### src/rtl/prime_checker_seq_pkg.sv
// Shared definitions for the sequential primality tester: FSM encoding and default operand width.
package prime_pkg;

  localparam int DEFAULT_WIDTH = 8;

  typedef enum logic [2:0] {
    IDLE   = 3'd0,
    SCREEN = 3'd1,
    BOUND  = 3'd2,
    DIV    = 3'd3,
    DONE   = 3'd4
  } state_t;

endpackage

### src/rtl/prime_checker_seq_mod_serial.sv
// Restoring-division remainder unit: one dividend bit per cycle, MSB first.
// The first bit is consumed on the load edge so the final remainder is valid in the WIDTH-th cycle after load.
module mod_serial #(
  parameter int WIDTH = 8
) (
  input  logic             clk,
  input  logic             rst,
  input  logic             load,
  input  logic [WIDTH-1:0] dividend,
  input  logic [WIDTH-1:0] divisor,
  output logic [WIDTH-1:0] rem,
  output logic             valid
);

  localparam int CW = $clog2(WIDTH + 1);

  logic [WIDTH-1:0] rem_q, rem_d;
  logic [WIDTH-1:0] shift_q, shift_d;
  logic [WIDTH-1:0] div_q, div_d;
  logic [CW-1:0]    cnt_q, cnt_d;
  logic             valid_q, valid_d;

  // Partial remainder is always below the divisor, so {r, bit} fits in WIDTH+1 bits.
  function automatic logic [WIDTH-1:0] rstep(input logic [WIDTH-1:0] r,
                                             input logic             b,
                                             input logic [WIDTH-1:0] dv);
    logic [WIDTH:0] t;
    t = {r, b};
    if (t >= {1'b0, dv}) begin
      t = t - {1'b0, dv};
    end
    return t[WIDTH-1:0];
  endfunction

  always_comb begin
    rem_d   = rem_q;
    shift_d = shift_q;
    div_d   = div_q;
    cnt_d   = cnt_q;
    valid_d = 1'b0;
    if (load) begin
      rem_d   = rstep('0, dividend[WIDTH-1], divisor);
      shift_d = dividend << 1;
      div_d   = divisor;
      cnt_d   = CW'(WIDTH - 1);
    end else if (cnt_q != '0) begin
      rem_d   = rstep(rem_q, shift_q[WIDTH-1], div_q);
      shift_d = shift_q << 1;
      cnt_d   = cnt_q - CW'(1);
      valid_d = (cnt_q == CW'(1));
    end
  end

  always_ff @(posedge clk or posedge rst) begin
    if (rst) begin
      rem_q   <= '0;
      shift_q <= '0;
      div_q   <= '0;
      cnt_q   <= '0;
      valid_q <= 1'b0;
    end else begin
      rem_q   <= rem_d;
      shift_q <= shift_d;
      div_q   <= div_d;
      cnt_q   <= cnt_d;
      valid_q <= valid_d;
    end
  end

  assign rem   = rem_q;
  assign valid = valid_q;

endmodule

### src/rtl/prime_checker_seq.sv
// Sequential primality tester: cheap screening, then odd trial divisors d=3,5,.. while d*d <= n.
module prime_checker_seq
  import prime_pkg::*;
#(
  parameter int WIDTH = DEFAULT_WIDTH
) (
  input  logic             clk,
  input  logic             rst,
  input  logic             start,
  input  logic [WIDTH-1:0] n,
  output logic             ready,
  output logic             busy,
  output logic             done,
  output logic             is_prime
);

  state_t           state_q, state_d;
  logic [WIDTH-1:0] n_q, n_d;
  logic [WIDTH-1:0] trial_q, trial_d;
  logic             is_prime_q, is_prime_d;

  logic             load;
  logic [WIDTH-1:0] rem;
  logic             rem_valid;

  // Full-width square so the bound test never wraps.
  logic [2*WIDTH-1:0] trial_ext, trial_sq, n_ext;
  logic               sq_gt;

  assign trial_ext = {{WIDTH{1'b0}}, trial_q};
  assign n_ext     = {{WIDTH{1'b0}}, n_q};
  assign trial_sq  = trial_ext * trial_ext;
  assign sq_gt     = (trial_sq > n_ext);

  mod_serial #(.WIDTH(WIDTH)) u_mod (
    .clk      (clk),
    .rst      (rst),
    .load     (load),
    .dividend (n_q),
    .divisor  (trial_q),
    .rem      (rem),
    .valid    (rem_valid)
  );

  always_ff @(posedge clk or posedge rst) begin
    if (rst) begin
      state_q    <= IDLE;
      n_q        <= '0;
      trial_q    <= '0;
      is_prime_q <= 1'b0;
    end else begin
      state_q    <= state_d;
      n_q        <= n_d;
      trial_q    <= trial_d;
      is_prime_q <= is_prime_d;
    end
  end

  always_comb begin
    state_d    = state_q;
    n_d        = n_q;
    trial_d    = trial_q;
    is_prime_d = is_prime_q;
    unique case (state_q)
      IDLE: begin
        if (start) begin
          n_d        = n;
          is_prime_d = 1'b0;
          state_d    = SCREEN;
        end
      end
      SCREEN: begin
        if (n_q < WIDTH'(2)) begin
          is_prime_d = 1'b0;
          state_d    = DONE;
        end else if (n_q < WIDTH'(4)) begin
          is_prime_d = 1'b1;
          state_d    = DONE;
        end else if (!n_q[0]) begin
          is_prime_d = 1'b0;
          state_d    = DONE;
        end else begin
          trial_d = WIDTH'(3);
          state_d = BOUND;
        end
      end
      BOUND: begin
        if (sq_gt) begin
          is_prime_d = 1'b1;
          state_d    = DONE;
        end else begin
          state_d = DIV;
        end
      end
      DIV: begin
        if (rem_valid) begin
          if (rem == '0) begin
            is_prime_d = 1'b0;
            state_d    = DONE;
          end else begin
            trial_d = trial_q + WIDTH'(2);
            state_d = BOUND;
          end
        end
      end
      DONE:    state_d = IDLE;
      default: state_d = IDLE;
    endcase
  end

  always_comb begin
    ready = (state_q == IDLE);
    busy  = (state_q != IDLE);
    done  = (state_q == DONE);
    load  = (state_q == BOUND) && !sq_gt;
  end

  assign is_prime = is_prime_q;

endmodule

### config.mk
export PLATFORM = sky130hd
export DESIGN_NAME = prime_checker_seq
export DESIGN_NICKNAME = d
export VERILOG_FILES = /design/src/rtl/prime_checker_seq_pkg.sv /design/src/rtl/prime_checker_seq_mod_serial.sv /design/src/rtl/prime_checker_seq.sv
export SDC_FILE = /design/constraint.sdc
export NUM_CORES = 1
export LEC_CHECK = 0
export ABC_CLOCK_PERIOD_IN_PS = 7030
export CORE_MARGIN = 2
export CORE_UTILIZATION = 50
export CTS_BUF_LIST = sky130_fd_sc_hd__clkbuf_8
export DETAILED_ROUTE_END_ITERATION = 12
export PLACE_DENSITY = 0.67
export SYNTH_ARGS = -nofsm -noshare
export SYNTH_HDL_FRONTEND = slang
export SYNTH_HIERARCHICAL = 1
export SYNTH_SLANG_ARGS = --single-unit
### constraint.sdc
create_clock -name clk -period 7.03 [get_ports clk]
set_input_delay 1.406 -clock clk [delete_from_list [all_inputs] [get_ports clk]]
set_output_delay 1.406 -clock clk [all_outputs]
set_load 0.02 [all_outputs]
==> results of run 1 <==
## cell type report
cell class | instances | area (sq um) | area share [%]
clock buffer | 5 | 68.8 | 1.38
clock inverter | 2 | 12.5 | 0.251
inverter | 71 | 267 | 5.35
multi-input combinational | 393 | 3140 | 63.0
sequential | 48 | 1200 | 24.1
tap | 111 | 139 | 2.79
timing repair buffer | 16 | 155 | 3.11
## cell usage in the layout (no fill, tap or decap), types with 7 or more instances in the layout
cell | synthesis | final
clkdlybuf4s50_1 | 0 | 14
nor2b_1 | 7 | 7
mux2i_1 | 14 | 14
nor3_1 | 11 | 11
a21oi_1 | 22 | 22
ha_1 | 50 | 50
nor2_1 | 37 | 36
and2_1 | 20 | 20
a21o_1 | 10 | 10
nand2_1 | 41 | 41
nand2b_1 | 12 | 12
dfrtp_1 | 48 | 48
xnor2_1 | 13 | 13
fa_1 | 26 | 26
inv_1 | 71 | 71
xor2_1 | 9 | 9
o21ai_0 | 30 | 30
## worst max-delay path, stage by stage (launching register included)
cell	delay, ns
dfrtp_1	0.58
inv_1	0.23
nor2_1	0.22
fa_1	0.48
fa_1	0.55
inv_1	0.06
fa_1	0.51
fa_1	0.57
inv_1	0.05
ha_1	0.34
and3_2	0.19
a221o_1	0.38
or3_1	0.36
a21oi_1	0.15
o2111ai_1	0.17
or4_4	0.49
nor2_2	0.18
buf_4	0.37
nor2_1	0.14
a22oi_1	0.23
o31ai_2	0.09
## layer usage
| layer | part of all wire, % | vias up | track usage, % |
|---|---|---|---|
| met2 | 49 | 58 | 35.5 |
| met3 | 2.8 | 12 | 1.80 |
| li1 | - | 1814 | - |
| met1 | 47 | 1756 | 29.3 |
| met5 | 0 | - | 0 |
| met4 | 1.6 | 0 | 4.85 |
## cell families (layout without fill, tap and decap cells)
group                    count (synthesis)  count (layout)  share of synthesized area, %
AO/OA/AOI/OAI                          108             108                          14.9
XOR/XNOR                                22              22                          4.11
adder cells (fa/ha/maj)                 76              76                          24.5
buffers and inverters                   88              94                          7.37
flip-flops                              48              48                          25.6
multiplexers                            19              19                          4.27
AND/OR/NAND/NOR                        168             168                          19.3
## path summary, 6_finish.rpt
check	start	endpoint	slack, ns	depth (start not counted)
worst max-delay path	trial_q[5]	u_mod/rem[0]	0.55	20
worst min-delay path	n_q[2]	u_mod/shift_q[3]	0.50	2
worst max register to register	trial_q[5]	u_mod/rem[0]	0.55	20
worst min register to register	n_q[2]	u_mod/shift_q[3]	0.50	2
max in group asynchronous	rst	u_mod/rem[5]	4.67	2
min in group asynchronous	rst	n_q[2]	1.59	2
## flip-flops by register name, indices dropped and copies added, names as in the netlist
register	flops
state_q	3
u_mod/div_q	8
u_mod/cnt_q	4
u_mod/valid	1
u_mod/rem	8
is_prime	1
trial_q	8
n_q	8
u_mod/shift_q	7
## power by group through the flow
stage / clock network (uW) / logic [uW] / registers, uW
after global placement: 0 / 1330 / 534
after CTS: 164 / 1370 / 531
after detailed placement: 0 / 1360 / 537
after floorplan: 0 / 1120 / 478
after global routing: 174 / 1550 / 553
final: 158 / 1370 / 531
## per-stage QoR
step	power (uW)	util, %	area (sq um)
floorplan	1600	-	4680
global placement	1860	53.6	4900
detailed placement	1900	53.6	4900
CTS	2070	54.4	4980
global route	2280	54.4	4980
finish	2060	54.4	4980
==> results.ini, run 1 <==
[outcome]
status=complete, no violations

[placement]
gp_congestion=0.891
dp_slack_ns=0.570
dp_hpwl_um=7850
portBuffers=14
dp.cells=639

[clocking]
path_clk_slew_ns=0.09
postCtsSetupBuffers=0
cts_hold_buf=0
cts_tree=yes
cts_buffer_depth=2
htree_levels=2
clock_sinks=48
clk_latency_ns=0.29
cts_made_buffers=5
ctsResizeCount=0
cts_root_buf=clkbuf_8

[route]
drt_iter0_markers=240
vias_per_cell=5.63
via_count=3640
dr.pass1.iters=4
ant_nets=0
wl_um=9710
drc=0
wl_per_cell_um=15.0

[grt]
antenna_found_initial=0
grt_pass1_wl_um=17400
first_global_vias=3663
grt_overflow=0
grt_use_total_pct=21.0
grt_max_degree=43

[power]
irDropWorstVdd_uv=324
power_leakage_uw=0.00243
seqPwrFrac_pct=25.8
power_density_nw_per_um2=412
clkPwrFrac_pct=7.7
switchingPower_uw=987
p_int_uw=1070
comb_power_share_pct=66.5
sw_frac_of_total_pct=48.0

[min_path]
holdCritPathClass=flop to flop

[logic_synthesis]
synth_top_area_share_pct=25.6
synth_warnings=6
ys_seq_elements=48
ys_top_cells_by_count=inv_1, ha_1, dfrtp_1, nand2_1, nor2_1
async_flop_share_pct=100
synth_nets=616
netlist_instances=529
ys_seq_area_share_pct=25.6
synth_ff_type=dfrtp_1
syn_area_per_cell_sq_um=8.86
synth_edf_count=0
synth_cell_types=64
yosys.area.top_type=dfrtp_1
yosys-top-cells-area=dfrtp_1, ha_1, fa_1
yosysMostFrequentCell=inv_1
netlist_area_sq_um=4680

[sta]
final.setup.tns_ns=0
max_freq_mhz=154
setup_viol=0
hold_slack_ns=0.505
fin_crit_sh_pct=92.1
final_hold_viol_count=0
timing.slew.headroom_pct=21.7
maxSlewViolCount=0
fin_worst_skew_ns=0.0106
fin_crit_ns=6.48
setup_slack_ns=0.553
tightest_slew_ns=1.17
rsz0062_at_grt=false

[floorplanning]
start_util_pct=51.2
rows=35
ios=15
die_w_um=101
fp.dieH_um=101
die_area_sq_um=10200
fp.coreArea_sq_um=9150

[layout]
drive_gt1_share_pct=4.67
fillers=854
antennaDiodeCount=0
area_growth_pct=6.38
nets=622
stdcell_count=646

[worst_setup_path]
crit_path_end_kind=flop
start_kind=flop
critPathKind=flop to flop
crit_required_ns=7.20
cp_max_fo=42
arrival_ns=6.65

[run]
maxCapViolCount=0

Note: power is estimated with default switching activity, not from simulation.
==> run 2: changes to the inputs <==
--- a/config.mk
+++ b/config.mk
@@ -5,6 +5,7 @@
 export SDC_FILE = /design/constraint.sdc
 export NUM_CORES = 1
 export LEC_CHECK = 0
+export ABC_AREA = 1
 export ABC_CLOCK_PERIOD_IN_PS = 7030
 export CORE_MARGIN = 2
 export CORE_UTILIZATION = 50
==> results.ini, run 2 <==
[clocking]
cts_root_buf=clkbuf_8
clk_latency_ns=0.31
postCtsSetupBuffers=0
ctsResizeCount=0
cts_made_buffers=5
htree_levels=2
cts_buffer_depth=2
cts_tree=yes
path_clk_slew_ns=0.10
clock_sinks=48
cts_hold_buf=0

[sta]
max_freq_mhz=171
fin_crit_sh_pct=83.2
fin_crit_ns=5.85
timing.slew.headroom_pct=30.0
setup_slack_ns=1.18
fin_worst_skew_ns=0.00776
final.setup.tns_ns=0
setup_viol=0
tightest_slew_ns=1.05
rsz0062_at_grt=false
final_hold_viol_count=0
maxSlewViolCount=0

[route]
ant_nets=0
via_count=4320
vias_per_cell=5.08
wl_per_cell_um=12.7
dr.pass1.iters=4
drt_iter0_markers=178
drc=0
wl_um=10800

[worst_setup_path]
crit_family=adder cells
r2r-start=trial_q[2]
crit_path_end_kind=flop
cp-startpoint=trial_q[2]
start_kind=flop
crit_top_cell=nand2_1
path_depth=27
cpPeakStageDelay_ns=0.63
regToRegEndpoint=u_mod/rem[5]
crit_required_ns=7.27
path_buf_inv=5
r2r_slack_ns=1.18
cp_slowest_cell=dfrtp_1
r2r_cells=27
arrival_ns=6.09
critPathKind=flop to flop
crit_end=u_mod/rem[5]
cp_max_fo=21

[layout]
antennaDiodeCount=0
area_growth_pct=7.23
stdcell_count=851
fillers=1000
drive_gt1_share_pct=5.29
final_util_pct=54.7
nets=804
layout_commonest_cell=nand2_1
fin_area_sq_um=5330
final_cell_mix=nand2_1, inv_1, nor2_1, ha_1, dfrtp_1

[logic_synthesis]
yosys-top-cells-area=dfrtp_1, nand2_1, ha_1
yosys.area.top_type=dfrtp_1
ys_seq_area_share_pct=24.2
synth_cell_types=35
ys_top_cells_by_count=nand2_1, inv_1, nor2_1, ha_1, dfrtp_1
ys_seq_elements=48
synth_top_area_share_pct=24.2
syn_area_per_cell_sq_um=7.00
async_flop_share_pct=100
yosysMostFrequentCell=nand2_1
netlist_instances=709
synth_ff_type=dfrtp_1
synth_nets=796
netlist_area_sq_um=4970
synth_edf_count=0
synth_warnings=6

[grt]
first_global_vias=4292
grt_use_total_pct=21.1
grt_overflow=0
grt_pass1_wl_um=19000
antenna_found_initial=0
grt_max_degree=29

[floorplanning]
start_util_pct=51.0
ios=15
rows=36
fp.dieH_um=104
die_area_sq_um=10700
die_w_um=104
fp.coreArea_sq_um=9730

[power]
switchingPower_uw=109
power_density_nw_per_um2=93.4
comb_power_share_pct=2.2
power_leakage_uw=0.00315
irDropWorstVdd_uv=82.0
sw_frac_of_total_pct=21.9
p_int_uw=388
clkPwrFrac_pct=42.3
seqPwrFrac_pct=55.5

[placement]
dp_slack_ns=1.23
dp.cells=843
portBuffers=14
dp_hpwl_um=9080
gp_congestion=0.873
placed_cell_area_sq_um=5210

[outcome]
status=complete, no violations

[min_path]
holdCritPathClass=flop to flop

[run]
maxCapViolCount=0

run 2: how the worst min path moves through the flow:
stage,from,endpoint,slack (ns),depth (start not counted)
floorplan,u_mod/div_q[0],u_mod/div_q[0],0.45,2
global placement,is_prime,is_prime,0.46,2
detailed placement,is_prime,is_prime,0.46,2
CTS,is_prime,is_prime,0.49,2
global route,u_mod/div_q[0],u_mod/div_q[0],0.51,2
finish,is_prime,is_prime,0.49,2
run 2: power by group through the flow:
stage / sequential, uW / combinational, uW / clock [uW]
finish: 276 / 11.1 / 210
global route: 276 / 12.7 / 222
CTS: 276 / 11.6 / 214
detailed placement: 281 / 11.5 / 0
global placement: 281 / 11.3 / 0
floorplan: 281 / 4.14 / 0
run 2: kinds of logic after synthesis:
| family | synth area share [%] |
|---|---|
| AO/OA/AOI/OAI | 8.34 |
| XOR/XNOR | 2.65 |
| adder cells (fa/ha/maj) | 23.1 |
| buffers and inverters | 13.3 |
| flip-flops | 24.2 |
| AND/OR/NAND/NOR | 28.5 |
run 2: layout make-up:
type                            instances  area, sq um  area share [%]
Tap cell                              133          166            3.13
Clock buffer                            5         68.8            1.29
Sequential cell                        48         1200            22.6
Timing Repair Buffer                   15          148            2.77
Multi-Input combinational cell        490         3110            58.3
Inverter                              157          589            11.1
Clock inverter                          3         46.3           0.869
run 2: per-layer routing:
metal / vias to the layer above / part of all wire [%] / GRT usage, % / routed length (um)
met2: 59 / 52 / 39.2 / 5580
met3: 20 / 2.2 / 1.64 / 243
met5: - / 0 / 0 / 0
met4: 0 / 2.0 / 5.50 / 212
met1: 2047 / 44 / 26.4 / 4770
li1: 2194 / - / - / -
run 2: tightest hold or removal path: stages (launching register included):
cell and delay [ns]:
dfrtp_1 0.36, nand2_1 0.05, nand2_1 0.05
run 2: stage by stage:
| step | power (uW) | hold WS, ns |
|---|---|---|
| floorplan | 285 | 0.446 |
| global placement | 293 | 0.456 |
| detailed placement | 293 | 0.465 |
| CTS | 501 | 0.486 |
| global route | 510 | 0.510 |
| finish | 497 | 0.487 |
